### src/rtl/temporal_pkg.sv
// Shared types and helpers for the race-logic temporal blocks.
package temporal_pkg;

  typedef enum logic {
    IDLE = 1'b0,
    RUN  = 1'b1
  } state_e;

  // All-ones code used to represent "no edge" (infinity) for a given width.
  function automatic logic [63:0] inf_code(input int unsigned width);
    if (width >= 64) begin
      inf_code = '1;
    end else begin
      inf_code = (64'd1 << width) - 64'd1;
    end
  endfunction

endpackage

### src/rtl/race_out_buf.sv
// Single-entry valid/ready holding register. A result that arrives while
// an unaccepted result is still held is dropped and flagged on overrun_o.
module race_out_buf #(
  parameter int W = 9
) (
  input  logic         clk,
  input  logic         rst_n,
  input  logic         in_valid_i,
  input  logic [W-1:0] in_data_i,
  output logic         out_valid_o,
  output logic [W-1:0] out_data_o,
  input  logic         out_ready_i,
  output logic         overrun_o
);

  logic         valid_q, valid_d;
  logic [W-1:0] data_q, data_d;
  logic         ovr_q, ovr_d;
  logic         xfer;

  assign xfer = valid_q & out_ready_i;

  // Load on empty or on the accepting edge; otherwise drop and flag.
  always_comb begin
    valid_d = valid_q;
    data_d  = data_q;
    ovr_d   = 1'b0;
    if (in_valid_i) begin
      if (!valid_q || xfer) begin
        valid_d = 1'b1;
        data_d  = in_data_i;
      end else begin
        ovr_d = 1'b1;
      end
    end else if (xfer) begin
      valid_d = 1'b0;
    end
  end

  // Holding register with asynchronous clear.
  always_ff @(posedge clk or negedge rst_n) begin
    if (!rst_n) begin
      valid_q <= 1'b0;
      data_q  <= '0;
      ovr_q   <= 1'b0;
    end else begin
      valid_q <= valid_d;
      data_q  <= data_d;
      ovr_q   <= ovr_d;
    end
  end

  assign out_valid_o = valid_q;
  assign out_data_o  = data_q;
  assign overrun_o   = ovr_q;

endmodule

### src/rtl/race_time_decoder.sv
// Converts the arrival time of one temporal edge within a gamma window into
// a binary timestamp (aclk cycles from window start), or infinity if no edge.
//
// state | meaning
// IDLE  | no window open, waiting for gamma_start
// RUN   | window open, count tracks window cycle t
module race_time_decoder
  import temporal_pkg::*;
#(
  parameter int WIDTH     = 8,
  parameter int GAMMA_LEN = 16,
  parameter int RISING    = 1
) (
  input  logic             aclk,
  input  logic             grst,
  input  logic             gamma_start,
  input  logic             din,
  output logic [WIDTH-1:0] out_data,
  output logic             out_inf,
  output logic             out_valid,
  input  logic             out_ready,
  output logic             busy,
  output logic             overrun
);

  localparam logic [WIDTH-1:0] INF_CODE = WIDTH'(inf_code(WIDTH));
  localparam logic [WIDTH-1:0] LAST_T   = WIDTH'(GAMMA_LEN - 1);
  localparam logic             ACT_LVL  = (RISING != 0);

  state_e           state_q, state_d;
  logic [WIDTH-1:0] count_q, count_d;
  logic             cap_q, cap_d;
  logic [WIDTH-1:0] ts_q, ts_d;

  logic             res_valid;
  logic [WIDTH-1:0] res_data;
  logic             res_inf;
  logic             active;
  logic [WIDTH:0]   buf_data;

  assign active = (din == ACT_LVL);

  // Next-state, counter and capture; emits the result on the final window cycle.
  always_comb begin
    state_d   = state_q;
    count_d   = count_q;
    cap_d     = cap_q;
    ts_d      = ts_q;
    res_valid = 1'b0;
    res_data  = '0;
    res_inf   = 1'b0;
    unique case (state_q)
      IDLE: begin
        if (gamma_start) begin
          state_d = RUN;
          count_d = '0;
          cap_d   = 1'b0;
        end
      end
      RUN: begin
        if (count_q == LAST_T) begin
          // A capture on the last cycle itself still counts.
          res_valid = 1'b1;
          if (cap_q) begin
            res_data = ts_q;
          end else if (active) begin
            res_data = count_q;
          end else begin
            res_data = INF_CODE;
            res_inf  = 1'b1;
          end
          count_d = '0;
          cap_d   = 1'b0;
          state_d = gamma_start ? RUN : IDLE;
        end else if (gamma_start) begin
          // Mid-window restart: discard the window silently.
          count_d = '0;
          cap_d   = 1'b0;
        end else begin
          count_d = count_q + WIDTH'(1);
          if (!cap_q && active) begin
            cap_d = 1'b1;
            ts_d  = count_q;
          end
        end
      end
      default: state_d = IDLE;
    endcase
  end

  // FSM, counter and timestamp registers.
  always_ff @(posedge aclk or negedge grst) begin
    if (!grst) begin
      state_q <= IDLE;
      count_q <= '0;
      cap_q   <= 1'b0;
      ts_q    <= '0;
    end else begin
      state_q <= state_d;
      count_q <= count_d;
      cap_q   <= cap_d;
      ts_q    <= ts_d;
    end
  end

  assign busy = (state_q == RUN);

  race_out_buf #(
    .W(WIDTH + 1)
  ) u_out_buf (
    .clk         (aclk),
    .rst_n       (grst),
    .in_valid_i  (res_valid),
    .in_data_i   ({res_inf, res_data}),
    .out_valid_o (out_valid),
    .out_data_o  (buf_data),
    .out_ready_i (out_ready),
    .overrun_o   (overrun)
  );

  assign out_inf  = buf_data[WIDTH];
  assign out_data = buf_data[WIDTH-1:0];

endmodule

### config.mk
export PLATFORM = sky130hd
export DESIGN_NAME = race_time_decoder
export DESIGN_NICKNAME = d
export VERILOG_FILES = /design/src/rtl/temporal_pkg.sv /design/src/rtl/race_out_buf.sv /design/src/rtl/race_time_decoder.sv
export SDC_FILE = /design/constraint.sdc
export NUM_CORES = 1
export LEC_CHECK = 0
export ABC_CLOCK_PERIOD_IN_PS = 1800
export CORE_MARGIN = 5
export CORE_UTILIZATION = 25
export DETAILED_ROUTE_END_ITERATION = 10
export SLEW_MARGIN = 20
export SYNTH_ARGS = -nofsm -noshare
export SYNTH_HDL_FRONTEND = slang
export SYNTH_SLANG_ARGS = --single-unit
### constraint.sdc
create_clock -name aclk -period 1.8 [get_ports aclk]
set_input_delay 0.36 -clock aclk [delete_from_list [all_inputs] [get_ports aclk]]
set_output_delay 0.36 -clock aclk [all_outputs]
set_load 0.02 [all_outputs]
=== Word-level counts from Yosys, hierarchy flattened ===
Cells that the tools add are included.

* Input bits: 5
* Logic and storage cells: 52
* Output and inout bits: 12
* Register bits: 29

* Muxes and demuxes: 27
* Add/subtract/negate cells: 1
* Eq/ne operators: 4
* Bitwise operators: 4
* Reduce and logical (&&, ||, !) cells: 9

{| class="wikitable"
|+ Operator list
! kind !! count
|-
| $mux 8 || 7
|-
| $mux 1 || 17
|-
| $pmux 8 s2 || 1
|-
| $add 8x1->8 const B || 1
|-
| $eq 8x4->1 const B || 1
|-
| $reduce_and 2->1 || 3
|-
| $ne 4x2->1 const B || 1
|-
| $pmux 1 s2 || 2
|-
| $reduce_and 4->1 || 1
|-
| $not 1->1 || 3
|-
| $logic_not 1->1 || 2
|-
| $ne 2x1->1 const B || 1
|-
| $ne 2x2->1 const B || 1
|-
| $reduce_bool 2->1 || 1
|-
| $and 1x1->1 || 1
|-
| $logic_and 1x1->1 || 1
|-
| $logic_or 1x1->1 || 1
|}

=== Logic depth before layout (Yosys ltp) ===
* Depth in word-level cells: 6
* Depth in mapped cells: 7
* Depth with buffers taken out: 5

=== By module ===
Synthesis repeated with hierarchy kept, for this count alone.

* Cells, all modules: 132
* Area, all modules: 1406.3 µm²

{| class="wikitable"
|+ Modules (own cells, without submodules)
! module !! times used !! area each (µm²) !! cells each
|-
| race_time_decoder || 1 || 993.5 || 107
|-
| race_out_buf || 1 || 412.9 || 25
|}

=== Worst setup path before layout ===
Ideal clock, no wire load.

* Path kind: reg-to-reg
* From: register count_q[0]
* To: register count_q[7]
* Path buffers: 1
* Period minus slack after synthesis: 1.879 ns
* Path slack: -0.079 ns
* Arrival time: 1.789 ns
* Setup time: 0.090 ns
* Cell stages (with the launch flop): 7
* Path through: dfrtp_1 -> ha_1 -> and3_4 -> buf_6 -> a211o_1 -> or4_1 -> o221ai_1

* Longest elaborated chain between the ends: 4

{| class="wikitable"
|+ Ends and longest elaborated chain
! item !! RTL line !! RTL
|-
| start: declaration || race_time_decoder.sv:31 || <nowiki>logic [WIDTH-1:0] count_q, count_d;</nowiki>
|-
| start signal: assignment || race_time_decoder.sv:100 || <nowiki>count_q <= count_d;</nowiki>
|-
| $add 8x1->8 || race_time_decoder.sv:80 || <nowiki>count_d = count_q + WIDTH'(1);</nowiki>
|-
| $mux 8 || race_time_decoder.sv:75 || <nowiki>end else if (gamma_start) begin</nowiki>
|-
| $mux 8 (*) || race_time_decoder.sv:61 || <nowiki>if (count_q == LAST_T) begin</nowiki>
|-
| $pmux 8 s2 (*) || race_time_decoder.sv:52 || <nowiki>unique case (state_q)</nowiki>
|}

Mark *: on every way between the ends. The rest lies on a longest branch, timed or not.
A chain may end at the register's enable or synchronous reset.

=== Worst setup path after layout ===
* From: register state_q, in the netlist busy
* To: output busy

{| class="wikitable"
|+ RTL lines
! item !! RTL line !! RTL
|-
| start: declaration || race_time_decoder.sv:30 || <nowiki>state_e state_q, state_d;</nowiki>
|-
| start signal: assignment || race_time_decoder.sv:99 || <nowiki>state_q <= state_d;</nowiki>
|-
| end: declaration || race_time_decoder.sv:22 || <nowiki>output logic busy,</nowiki>
|}

No word-level cell between the ends.

==> results.toml <==
[status]
status = "complete, no violations"

[logic_synthesis]
ys_dominant_reg_cell = "dfrtp_1"
yosysSeqAreaShare_pct = 54.3
netlist_instances = 134
synth_top_area_share_pct = 54.3
synth_area_leaders = "dfrtp_1 (54%), a21oi_1 (8.2%), mux2_2 (6.7%)"
synth_edf_count = 0
synth_top_area_cell = "dfrtp_1"
synth_cell_type_count = 30
synth.net_count = 140
syn_area_um2 = 1340
yosysWarningCount = 0
synthArstFlopShare_pct = 100
syn_avg_cell_area_um2 = 9.98
synth-seq-cells = 29

[power_and_ir_drop]
power.total_mw = 1.40
leakagePower_nw = 0.763
p_per_area_nw_per_um2 = 803
ir_drop_v = 0.000233

[final_layout]
drive_above_1_share_pct = 20.2
layout_commonest_cell = "dfrtp_1"
most-common-layout-cells = "dfrtp_1 (29), a21oi_1 (22), clkdlybuf4s50_1 (16)"
antenna_cells = 0
synthToLayoutAreaGrowth_pct = 30.8
nNetsFinal = 169
n_fill_cell = 564

[global_route]
grt_pass1_wl_mm = 5.34
grt_usage_pct = 9.61
grt_pass1_vias = 1092
grt-ovfl-total = 0
antenna_found_initial = 0
grt_max_degree = 30

[drt]
wl_mm = 3.06
num_vias = 1056
wl_per_cell_um = 13.1
dr.pass1.iters = 4
drcViolationCount = 0
viasPerCell = 4.53
dr.first_iter.drc_count = 55
ant_nets = 0

[cts]
clk_pin_slew_ps = 60
cts_buffers = 5
cts_num_sinks = 29
cts_root_buf = "clkbuf_8"
cts_setup_buffers = 0
clkLatencyLatePin_ps = 280
htree_levels = 2
clock_path_buffers = 2
cts_tree = "yes"

[critical_path]
critPathBufInv = 1
worst-path-stages = 1
critical_path_class = "register to output port"
cpPeakStageDelay_ps = 650
crit_path_start_kind = "register"
critical_path_required_ps = 1440
cpMaxStageDelayCell = "clkdlybuf4s50_1"
crit_family = "buffers and inverters"
worstPathMaxFanout = 6
crit_chain = "clkdlybuf4s50_1"
cp-end-kind = "output port"
ff2ff_path_depth = 5
critPathArrivalTime_ps = 1380

[floorplanning]
row_count = 26
ios = 17
initial_core_util_pct = 26.0
fp.coreArea_um2 = 5140
dieArea_um2 = 6910
die_w_um = 83.1
fp.dieH_um = 83.1

[sta]
fin_crit_sh_pct = 96.7
worst_slew_pin_slew_ps = 381
timing.final.max_slew_violations = 0
finClkSkew_ps = 3.53
setup-tns-final_ps = 0
post-route-min-period_ps = 1740
slew_headroom_pct = 74.6
finalHoldViolCount = 0
setup_viol = 0
worst_slack_ps = 58.9
rsz0062_at_grt = "no"
fmax_ghz = 0.574

[placement]
place.gp.congestion = 0.848
portBuffers = 16
pre_cts_ws_ps = 8.89
hpwlAfterDp_mm = 2.14

[worst_hold_path]
hold_class = "register to register"
whs_path_depth = 2

[run]
maxCapViolCount = 0
## state kept, by name, indices dropped and copies added (netlist names)
name and cells:
busy 1, cap_q 1, count_q 8, ts_q 8
u_out_buf.out_data_o 9, u_out_buf.overrun_o 1, u_out_buf.out_valid_o 1
## cell families (layout without fill, tap and decap cells)
group / after synthesis / count (layout) / share of synthesized area [%]
buf+inv: 17 / 46 / 5.42
simple gates: 36 / 36 / 14.8
fa+ha+maj: 1 / 1 / 0.935
flops: 29 / 29 / 54.3
mux: 8 / 8 / 6.74
compound gates: 42 / 42 / 17.2
xor+xnor: 1 / 1 / 0.655
## final timing paths
path                                                startpoint                             endpoint  slack, ps
max reg2reg                             count_q[1]$_DFFE_PN0P_               count_q[7]$_DFFE_PN0P_        100
min reg2reg                u_out_buf.out_data_o[8]$_DFFE_PN0P_  u_out_buf.out_data_o[8]$_DFFE_PN0P_        470
max in group asynchronous                                 grst  u_out_buf.out_data_o[1]$_DFFE_PN0P_       1040
max                                             busy$_DFF_PN0_                                 busy         60
min in group asynchronous                                 grst  u_out_buf.out_data_o[2]$_DFFE_PN0P_        480
min                        u_out_buf.out_data_o[8]$_DFFE_PN0P_  u_out_buf.out_data_o[8]$_DFFE_PN0P_        470
## repair_timing
action / in CTS / in global routing
gates resized for setup: 0 / 1
hold buffers: 0 / 0
endpoints found under the setup margin: 0 / 8
## synthesized netlist by cell type (all sizes together) (3+ instances only)
master  count
nand2      15
o21ai      13
dfrtp      29
clkbuf      5
inv         9
buf         3
nor2        5
mux2        8
nand3       4
a21oi      22
nand4       4
## power breakdown
part           switching [mW]  internal [mW]  total [mW]
logic                  0.0884         0.0756       0.164
registers              0.0180          0.683       0.701
clock network           0.237          0.303       0.540
total                   0.344           1.06        1.40
## per-layer routing
metal	share of wire (%)	GRT usage, %	up-vias	wire (um)
met5	0	0	-	0
met4	2.1	4.46	0	64
met3	7.3	3.86	10	224
met2	46	14.0	32	1400
met1	45	12.4	492	1370
li1	-	-	522	-
## cell type report
class                   count  area (um2)  area share [%]
inverters                   9        33.8            1.93
repair buffers             30         265            15.2
well taps                  70        87.6            5.01
clock buffers               7        86.3            4.94
multi-input cells          88         551            31.5
flip-flops and latches     29         726            41.5
## per-stage QoR
step,instances,instance area (um2),utilization [%],hold slack [ps]
finish,233,1750,34.0,472
global route,233,1750,34.0,493
CTS,233,1740,33.9,479
detailed placement,226,1650,32.2,465
global placement,226,1650,32.2,462
floorplan,134,1340,-,64.4
(Power assumes the default switching activity.)
